**src/rtl/button_conditioner.sv**
```systemverilog
// ---------------------------------------------------------------------------
// button_conditioner
//
// Purpose:
//   Conditions two asynchronous pushbuttons (up/down) into clean, registered
//   one-cycle step pulses for a downstream up/down counter FSM. Each raw input
//   is synchronized with two flops and normalized so that 1 means "pressed".
//   A per-channel IDLE/PRESS/REPEAT FSM emits one pulse per fresh press and,
//   optionally, auto-repeat pulses while the button stays held.
//
// Configuration:
//   BUTTON_AUTOREPEAT_EN - when defined, enables the REPEAT state: after
//   HOLD_DELAY cycles of continuous press a pulse is emitted and the channel
//   then pulses every REPEAT_PERIOD cycles. When undefined, a press gives
//   exactly one pulse, REPEAT is unreachable, hold is constant 0 and the
//   HOLD_DELAY/REPEAT_PERIOD parameters have no effect.
//
// Parameters:
//   ACTIVE_LOW    - 1: raw buttons read 0 when pressed; 0: read 1 when pressed
//   HOLD_DELAY    - cycles of continuous press before auto-repeat (1..15)
//   REPEAT_PERIOD - cycles between auto-repeat pulses (1..15)
//
// Ports:
//   clk1hz   in  block clock, all state updates on its rising edge
//   reset    in  synchronous, active-high reset
//   up_raw   in  asynchronous up pushbutton
//   down_raw in  asynchronous down pushbutton
//   up       out registered step-up pulse
//   down     out registered step-down pulse
//   hold     out registered, high while either channel is in REPEAT
// ---------------------------------------------------------------------------
module button_conditioner #(
    parameter int ACTIVE_LOW    = 1,
    parameter int HOLD_DELAY    = 3,
    parameter int REPEAT_PERIOD = 1
) (
    input  logic clk1hz,
    input  logic reset,
    input  logic up_raw,
    input  logic down_raw,
    output logic up,
    output logic down,
    output logic hold
);

    typedef enum logic [1:0] {
        IDLE   = 2'd0,
        PRESS  = 2'd1,
        REPEAT = 2'd2
    } state_t;

    // Raw level of a button that is not pressed.
    localparam logic releasedLevel = (ACTIVE_LOW != 0);

`ifdef BUTTON_AUTOREPEAT_EN
    localparam logic [3:0] holdLimit   = 4'(HOLD_DELAY);
    localparam logic [3:0] repeatLimit = 4'(REPEAT_PERIOD);
`else
    logic unusedParams;
    assign unusedParams = ^{HOLD_DELAY, REPEAT_PERIOD};
`endif

    // Channel 0 is up, channel 1 is down.
    logic [1:0] rawBtn;
    logic [1:0] sync1_q;
    logic [1:0] sync2_q;
    logic [1:0] level;

    state_t     state_q [2];
    state_t     state_d [2];
    logic [3:0] cnt_q   [2];
    logic [3:0] cnt_d   [2];
    logic [1:0] pulse_q;
    logic [1:0] pulse_d;
    logic       hold_q;
    logic       hold_d;

    assign rawBtn = {down_raw, up_raw};

    // Normalize to 1 = pressed after synchronization.
    assign level = releasedLevel ? ~sync2_q : sync2_q;

    // Counter increment that sticks at 15 instead of wrapping.
    function automatic logic [3:0] satInc(input logic [3:0] value);
        return (value == 4'd15) ? 4'd15 : value + 4'd1;
    endfunction

    // Two-flop synchronizer per channel. Reset loads the released level so
    // a button held through reset is seen as a fresh press afterwards.
    always_ff @(posedge clk1hz) begin
        if (reset) begin
            sync1_q <= {2{releasedLevel}};
            sync2_q <= {2{releasedLevel}};
        end else begin
            sync1_q <= rawBtn;
            sync2_q <= sync1_q;
        end
    end

    // State, counter and output registers. Reset clears the pulses in the
    // same edge, cancelling any press or repeat in progress.
    always_ff @(posedge clk1hz) begin
        if (reset) begin
            for (int ch = 0; ch < 2; ch++) begin
                state_q[ch] <= IDLE;
                cnt_q[ch]   <= 4'd0;
            end
            pulse_q <= 2'b00;
            hold_q  <= 1'b0;
        end else begin
            for (int ch = 0; ch < 2; ch++) begin
                state_q[ch] <= state_d[ch];
                cnt_q[ch]   <= cnt_d[ch];
            end
            pulse_q <= pulse_d;
            hold_q  <= hold_d;
        end
    end

    // Per-channel next-state logic. The counter comparisons use the
    // incremented value so that a pulse lands exactly HOLD_DELAY (or
    // REPEAT_PERIOD) cycles after the previous one.
    always_comb begin
        for (int ch = 0; ch < 2; ch++) begin
            state_d[ch] = state_q[ch];
            cnt_d[ch]   = cnt_q[ch];
            pulse_d[ch] = 1'b0;

            case (state_q[ch])
                IDLE: begin
                    if (level[ch]) begin
                        state_d[ch] = PRESS;
                        cnt_d[ch]   = 4'd0;
                        pulse_d[ch] = 1'b1;
                    end
                end

                PRESS: begin
                    if (!level[ch]) begin
                        state_d[ch] = IDLE;
                        cnt_d[ch]   = 4'd0;
                    end else begin
`ifdef BUTTON_AUTOREPEAT_EN
                        if (satInc(cnt_q[ch]) == holdLimit) begin
                            state_d[ch] = REPEAT;
                            cnt_d[ch]   = 4'd0;
                            pulse_d[ch] = 1'b1;
                        end else begin
                            cnt_d[ch] = satInc(cnt_q[ch]);
                        end
`else
                        cnt_d[ch] = satInc(cnt_q[ch]);
`endif
                    end
                end

                REPEAT: begin
`ifdef BUTTON_AUTOREPEAT_EN
                    if (!level[ch]) begin
                        state_d[ch] = IDLE;
                        cnt_d[ch]   = 4'd0;
                    end else if (satInc(cnt_q[ch]) == repeatLimit) begin
                        cnt_d[ch]   = 4'd0;
                        pulse_d[ch] = 1'b1;
                    end else begin
                        cnt_d[ch] = satInc(cnt_q[ch]);
                    end
`else
                    state_d[ch] = IDLE;
                    cnt_d[ch]   = 4'd0;
`endif
                end

                default: begin
                    state_d[ch] = IDLE;
                    cnt_d[ch]   = 4'd0;
                end
            endcase
        end
    end

    // hold follows the registered REPEAT membership of either channel.
    always_comb begin
        hold_d = 1'b0;
`ifdef BUTTON_AUTOREPEAT_EN
        hold_d = (state_d[0] == REPEAT) || (state_d[1] == REPEAT);
`endif
    end

    assign up   = pulse_q[0];
    assign down = pulse_q[1];
    assign hold = hold_q;

endmodule

```
**config.mk**
```make
export PLATFORM = sky130hd
export DESIGN_NAME = button_conditioner
export DESIGN_NICKNAME = d
export VERILOG_FILES = /design/src/rtl/button_conditioner.sv
export SDC_FILE = /design/constraint.sdc
export NUM_CORES = 1
export LEC_CHECK = 0
export CAP_MARGIN = 20
export CORE_AREA = 2 2 39 41
export CTS_BUF_LIST = sky130_fd_sc_hd__clkbuf_8
export CTS_CLUSTER_DIAMETER = 100
export CTS_CLUSTER_SIZE = 14
export DETAILED_ROUTE_END_ITERATION = 8
export DIE_AREA = 0 0 41 43
export PLACE_DENSITY = 0.4
export RECOVER_POWER = 100
export SLEW_MARGIN = 20
export SYNTH_ARGS = -nofsm -noshare
export SYNTH_HDL_FRONTEND = slang
export SYNTH_SLANG_ARGS = --single-unit
```
**constraint.sdc**
```tcl
create_clock -name clk1hz -period 1.7 [get_ports clk1hz]
set_clock_uncertainty 0.2 [all_clocks]
set_input_delay 0.34 -clock clk1hz [delete_from_list [all_inputs] [get_ports clk1hz]]
set_output_delay 0.34 -clock clk1hz [all_outputs]
set_load 0.03 [all_outputs]
```
==> summary.json, run 1 <==
{
  "outcome": "complete, no violations",
  "internal_power_uw": 357.6,
  "start_kind": "flip-flop",
  "start_util_pct": 15.46,
  "met3RoutedLength_um": 48,
  "die_area_um2": 1763,
  "antenna_found_initial": 0,
  "totalWireLength_um": 256,
  "synth_top_cells_by_area": "dfxtp_1 75%, or2_1 12%, nor3_1 4.7%, buf_4 3.5%, nor2_1 3.5%",
  "drt_first_pass_iters": 2,
  "core_area_um2": 1384,
  "dr_wl_met2_um": 107,
  "critPathKind": "reg -> out",
  "fraction_of_final_layout_cells_with_drive_strength_greater_than_1_pct": 12.00,
  "first_pass_grt_wire_length_um": 455,
  "clock_tree.root_cell": "clkbuf_8",
  "cts_resized": 2,
  "power.switching_fraction_pct": 18.46,
  "timing.critical_path.required_ps": 1160,
  "comb_power_share_pct": 4.3,
  "synth.yosys.seq_area_share_pct": 74.85,
  "tritoncts": "done",
  "power.switching_uw": 80.94,
  "postSynthRegisterBits": 8,
  "total_number_of_vias": 139,
  "yosysTopAreaCell": "dfxtp_1",
  "clkSinkCount": 8,
  "postSynthNetCount": 22,
  "net_count_of_the_finished_layout": 31,
  "htreeDepth": 1,
  "post_drt_via_cell_ratio": 3.390,
  "reg2reg_to": "sync2_q[1]$_SDFF_PP1_",
  "top_post_synthesis_cells_by_count": "8 x dfxtp_1, 4 x or2_1, 2 x nor2_1, 2 x nor3_1",
  "buffer_ports.inserted": 5,
  "vertical_extent_of_the_die_um": 43,
  "synthCells": 18,
  "detailedPlacementHpwl_um": 171.6,
  "critPathBufInv": 1,
  "drt_iter0_markers": 3,
  "crit_cells": 1,
  "power.density_nw_per_um2": 1391,
  "synth_largest_type_area_fraction_pct": 74.85,
  "io_pins": 7,
  "worst-endpoint-arrival_ps": 900,
  "final-hold-violation-count": 0,
  "worst_slack_ps": 257.1,
  "cap_violations": 0,
  "startpoint": "pulse_q[1]$_SDFF_PP0_",
  "detail_route.wl_per_cell_um": 6.244,
  "netlist_area_um2": 214.0,
  "slowest_delay_ps": 380,
  "grt_pass1_vias": 115,
  "vdd_ir_drop_max_mv": 0.3988,
  "placement_rows": 14,
  "grt_max_degree": 9,
  "met1_length_um": 86,
  "setup_tns_ps": 0,
  "timing_max_transition_violations_final": 0,
  "critPathCapture": "down",
  "numCtsBuffers": 3,
  "synth_area_per_cell_um2": 11.89,
  "p_leak_uw": 0.0001306,
  "max_used_layer": "met4",
  "number_of_instances_on_the_worst_hold_path": 1,
  "worstRegToRegCells": 1,
  "period_share_pct": 84.87,
  "timing.critical_path.max_delay_family": "buffers and inverters",
  "worst_hold_path_type": "reg -> reg",
  "globalRouteOverflowTotal": 0,
  "setup_viol": 0,
  "synth_enable_flop_cells": 0,
  "timing.critical_path.slowest_stage_cell": "dlygate4sd2_1",
  "finalWeightedCongestion": 0.5208,
  "clk-insertion-delay-late_ps": 220,
  "cts-root-to-sink-buffers": 2,
  "grt_setup_unrepaired": "false",
  "preCtsSetupSlack_ps": 216.6,
  "flip_flop_cell_with_the_highest_count_after_synthesis": "dfxtp_1",
  "path_max_fanout": 1,
  "seq_pwr_share_pct": 45.0,
  "path_clk_slew_ps": 40,
  "p_clk_share_pct": 50.8,
  "synth_async_sr_flop_share_pct": 0,
  "remaining_drc_errors": 0,
  "grt.total_usage_pct": 5.152,
  "r2r-start": "sync1_q[1]$_SDFF_PP1_",
  "diodes": 0,
  "die_w_um": 41,
  "post-synth-top-count-cell": "dfxtp_1",
  "final_antenna_violating_net_count": 0,
  "clock.fmax_mhz": 693.1,
  "cp_cell_sequence": "dlygate4sd2_1",
  "yosysUniqueCellTypes": 6,
  "period_needed_ps": 1443,
  "buffers_inserted_during_post_cts_setup_optimization": 0,
  "cp-end-kind": "primary output",
  "cts_hold_buf": 0,
  "synth.yosys.warnings": 0,
  "area_delta_synth_final_pct": 47.37,
  "r2r_setup_slack_ps": 920
}
power by group through the flow:
stage | sequential, µW | combinational, µW | clock (µW)
finish | 197 | 18.7 | 223
global route | 198 | 20.9 | 246
CTS | 197 | 19.4 | 232
detailed placement | 200 | 20.3 | 0
global placement | 200 | 19.9 | 0
floorplan | 203 | 8.15 | 0
layout make-up:
cell class | count | area (µm²)
flip-flops and latches | 8 | 160.2
fillers | 162 | 1069
repair buffers | 5 | 47.55
multi-input cells | 9 | 46.29
clock buffers | 3 | 41.29
well taps | 16 | 20.02
layout by cell type (no fill, tap or decap):
master / count
clkdlybuf4s50_1: 2
dfxtp_1: 8
clkbuf_8: 3
dlygate4sd3_1: 1
nor2_1: 2
dlygate4sd2_1: 2
nor3_1: 2
or2_1: 4
conb_1: 1
sequential cells by signal, summed over array words and instances, names as in the netlist:
name     cells
pulse_q      2
state_q      2
sync1_q      2
sync2_q      2
per-stage QoR:
stage	std cells	util, %	total power, µW	hold slack (ps)	cell area, µm²
2_1_floorplan	18	-	210.9	172.6	214.0
3_3_place_gp	38	19.98	220.1	181.3	276.5
3_5_place_dp	38	19.98	220.7	187.1	276.5
4_1_cts	41	22.78	448.7	193.0	315.3
5_1_grt	41	22.78	464.4	194.1	315.3
6_report	41	22.78	438.6	187.2	315.3
logic make-up (layout without fill, tap and decap cells):
family                 after synthesis  after routing  synth area share [%]
DFF                                  8              8                 74.85
and+or+nand+nor                      8              8                 19.88
other                                1              1                 1.753
buffers and inverters                1              8                 3.510
metal layers:
layer / track usage, % / vias up
met5: 0 / -
met4: 6.000 / 0
met3: 7.853 / 5
met2: 5.000 / 9
met1: 3.607 / 58
li1: - / 67
how the worst min path moves through the flow:
stage / start / to / slack, ps
floorplan: state_q[0][0]$_SDFFE_PP0P_ / pulse_q[0]$_SDFF_PP0_ / 170
global placement: state_q[0][2]$_SDFFE_PP0P_ / pulse_q[1]$_SDFF_PP0_ / 180
detailed placement: sync1_q[0]$_SDFF_PP1_ / sync2_q[0]$_SDFF_PP1_ / 190
CTS: state_q[0][2]$_SDFFE_PP0P_ / pulse_q[1]$_SDFF_PP0_ / 190
global route: state_q[0][2]$_SDFFE_PP0P_ / pulse_q[1]$_SDFF_PP0_ / 190
finish: state_q[0][2]$_SDFFE_PP0P_ / pulse_q[1]$_SDFF_PP0_ / 190
(Power assumes the default switching activity.)
==> run 2, diff against run 1 <==
clock period = 1.43 ns   (was 1.7 ns; I/O delays follow)
==> run 2 against run 1 <==
Effect of this change:
- combinational power rose by 19%
- highest routed layer is now met3
- register-to-register slack got worse by 280 ps
- count of clock-buffer cells in the layout did not move
==> summary.json, run 2 (synthesis results as in run 1) <==
{
  "outcome": "complete, no violations",
  "layout.area.seq": {"value": 160.2, "unit": "µm²", "change": "unchanged"},
  "net_count_of_the_finished_layout": {"value": 31, "change": "unchanged"},
  "placement_rows": {"value": 14, "change": "unchanged"},
  "worst-endpoint-arrival": {"value": 1160, "unit": "ps", "change": "+260 ps"},
  "io_pins": {"value": 7, "change": "unchanged"},
  "diodes": {"value": 0, "change": "unchanged"},
  "cp_cell_sequence": "dlygate4sd3_1 -> or2_1",
  "drt_iter0_markers": {"value": 2, "change": "-1"},
  "post_drt_via_cell_ratio": {"value": 3.146, "change": "-7.2%"},
  "antenna_found_initial": {"value": 0, "change": "unchanged"},
  "vertical_extent_of_the_die": {"value": 43, "unit": "µm", "change": "unchanged"},
  "clk-insertion-delay-late": {"value": 220, "unit": "ps", "change": "about the same"},
  "p_leak": {"value": 0.0001248, "unit": "µW", "change": "-4.5%"},
  "cts_hold_buf": {"value": 0, "change": "unchanged"},
  "critPathKind": "in -> reg",
  "layout.cells.most_common_list": "8 x dfxtp_1, 4 x or2_1, 3 x clkbuf_8",
  "timing_max_transition_violations_final": {"value": 0, "change": "unchanged"},
  "timing.critical_path.max_delay_family": "buffers and inverters",
  "preCtsSetupSlack": {"value": 25.64, "unit": "ps", "change": "-190.9 ps"},
  "period_share_pct": 87.88,
  "period_needed_ps": 1257,
  "cap_violations": {"value": 0, "change": "unchanged"},
  "globalRouteOverflowTotal": {"value": 0, "change": "unchanged"},
  "final-hold-violation-count": {"value": 0, "change": "unchanged"},
  "die_w": {"value": 41, "unit": "µm", "change": "unchanged"},
  "die_area": {"value": 1763, "unit": "µm²", "change": "unchanged"},
  "cp-end-kind": "flip-flop",
  "clock_tree.root_cell": "clkbuf_8",
  "clock.fmax_mhz": 795.7,
  "buffers_inserted_during_post_cts_setup_optimization": {"value": 0, "change": "unchanged"},
  "first_pass_grt_wire_length": {"value": 448, "unit": "µm", "change": "-1.5%"},
  "placed_cell_area": {"value": 271.5, "unit": "µm²", "change": "-1.8%"},
  "critPathBufInv": {"value": 1, "change": "unchanged"},
  "fraction_of_final_layout_cells_with_drive_strength_greater_than_1": {"value": 20.00, "unit": "%", "change": "+8.0 points"},
  "grt_pass1_vias": {"value": 121, "change": "+5.2%"},
  "start_kind": "input pin",
  "buffer_ports.inserted": {"value": 5, "change": "unchanged"},
  "start_util": {"value": 15.46, "unit": "%", "change": "unchanged"},
  "utilization": {"value": 22.42, "unit": "%", "change": "-0.36 points"},
  "power.density": {"value": 1651, "unit": "nW/µm²", "change": "+19%"},
  "finalWeightedCongestion": {"value": 0.5072, "change": "-2.6%"},
  "vdd_ir_drop_max": {"value": 0.5813, "unit": "mV", "change": "+46%"},
  "final_antenna_violating_net_count": {"value": 0, "change": "unchanged"},
  "instances_no_fill": {"value": 41, "change": "unchanged"},
  "timing.critical_path.slowest_stage_cell": "dlygate4sd3_1",
  "setup_viol": {"value": 0, "change": "unchanged"},
  "setup_tns": {"value": 0, "unit": "ps", "change": "unchanged"},
  "grt_setup_unrepaired": "false",
  "total_number_of_vias": {"value": 129, "change": "-7.2%"},
  "htreeDepth": {"value": 1, "change": "unchanged"},
  "remaining_drc_errors": {"value": 0, "change": "unchanged"},
  "cts_resized": {"value": 0, "change": "-2"},
  "clkSinkCount": {"value": 8, "change": "unchanged"},
  "totalWireLength": {"value": 261, "unit": "µm", "change": "+2.0%"},
  "timing.critical_path.required": {"value": 1340, "unit": "ps", "change": "+180 ps"},
  "layout.cells.most_common": "dfxtp_1",
  "tritoncts": "done",
  "grt_max_degree": {"value": 9, "change": "unchanged"},
  "worst_slack": {"value": 173.3, "unit": "ps", "change": "-83.87 ps"},
  "numCtsBuffers": {"value": 3, "change": "unchanged"},
  "area_delta_synth_final_pct": 45.03,
  "worst_hold_path_type": "reg -> reg",
  "num-fill-cells": {"value": 154, "change": "-4.9%"},
  "path_max_fanout": {"value": 8, "change": "+7"},
  "final_cell_area": {"value": 310.3, "unit": "µm²", "change": "-1.6%"},
  "detail_route.wl_per_cell": {"value": 6.366, "unit": "µm", "change": "+2.0%"},
  "path_clk_slew": {"value": 40, "unit": "ps", "change": "about the same"},
  "multi_input_area": {"value": 46.29, "unit": "µm²", "change": "unchanged"},
  "number_of_placed_instances_taps_included": {"value": 38, "change": "unchanged"},
  "slowest_delay": {"value": 630, "unit": "ps", "change": "+250 ps"},
  "r2r_setup_slack": {"value": 640, "unit": "ps", "change": "-280 ps"},
  "core_area": {"value": 1384, "unit": "µm²", "change": "unchanged"},
  "drt_first_pass_iters": {"value": 4, "change": "+2"},
  "grt.total_usage": {"value": 5.231, "unit": "%", "change": "+0.080 points"},
  "cts-root-to-sink-buffers": {"value": 2, "change": "unchanged"}
}
## run 2: changes by cell type in the layout (fill, tap and decap cells not counted)
cell           delta
buf_4             +1
dlygate4sd2_1     -2
clkbuf_2          +1
## run 2: metal layers
| metal | share of wire [%] | up-vias | GRT usage, % |
|---|---|---|---|
| met5 | 0 | - | 0 |
| met4 | 0 | 0 | 8.000 |
| met3 | 12 | 0 | 7.853 |
| met2 | 45 | 6 | 4.688 |
| met1 | 43 | 54 | 3.236 |
| li1 | - | 69 | - |
## run 2: layout make-up
cell class	instances	area share (%)
Clock buffer	3	13.31
Multi-Input combinational cell	9	14.92
Sequential cell	8	51.61
Tap cell	16	6.452
Timing Repair Buffer	5	13.71
## run 2: final timing paths
check / start / depth (start not counted) / end
setup / recovery: reset / 2 / sync2_q[0]$_SDFF_PP1_
setup reg to reg: sync1_q[1]$_SDFF_PP1_ / 1 / sync2_q[1]$_SDFF_PP1_
hold / removal: state_q[0][2]$_SDFFE_PP0P_ / 1 / pulse_q[1]$_SDFF_PP0_
hold reg to reg: state_q[0][2]$_SDFFE_PP0P_ / 1 / pulse_q[1]$_SDFF_PP0_
## run 2: stage by stage
step	total power (µW)	hold WS (ps)
3_5_place_dp	262.1	190.1
2_1_floorplan	250.7	152.7
3_3_place_gp	261.4	179.7
4_1_cts	526.2	195.3
6_report	512.3	191.2
5_1_grt	547.3	198.6
## run 2: power breakdown
part           switching (µW)  total (µW)  internal [µW]
Combinational            11.3        22.2           10.9
Sequential               2.35         235            233
Clock                    74.0         255            181
Total                    87.7         512            425
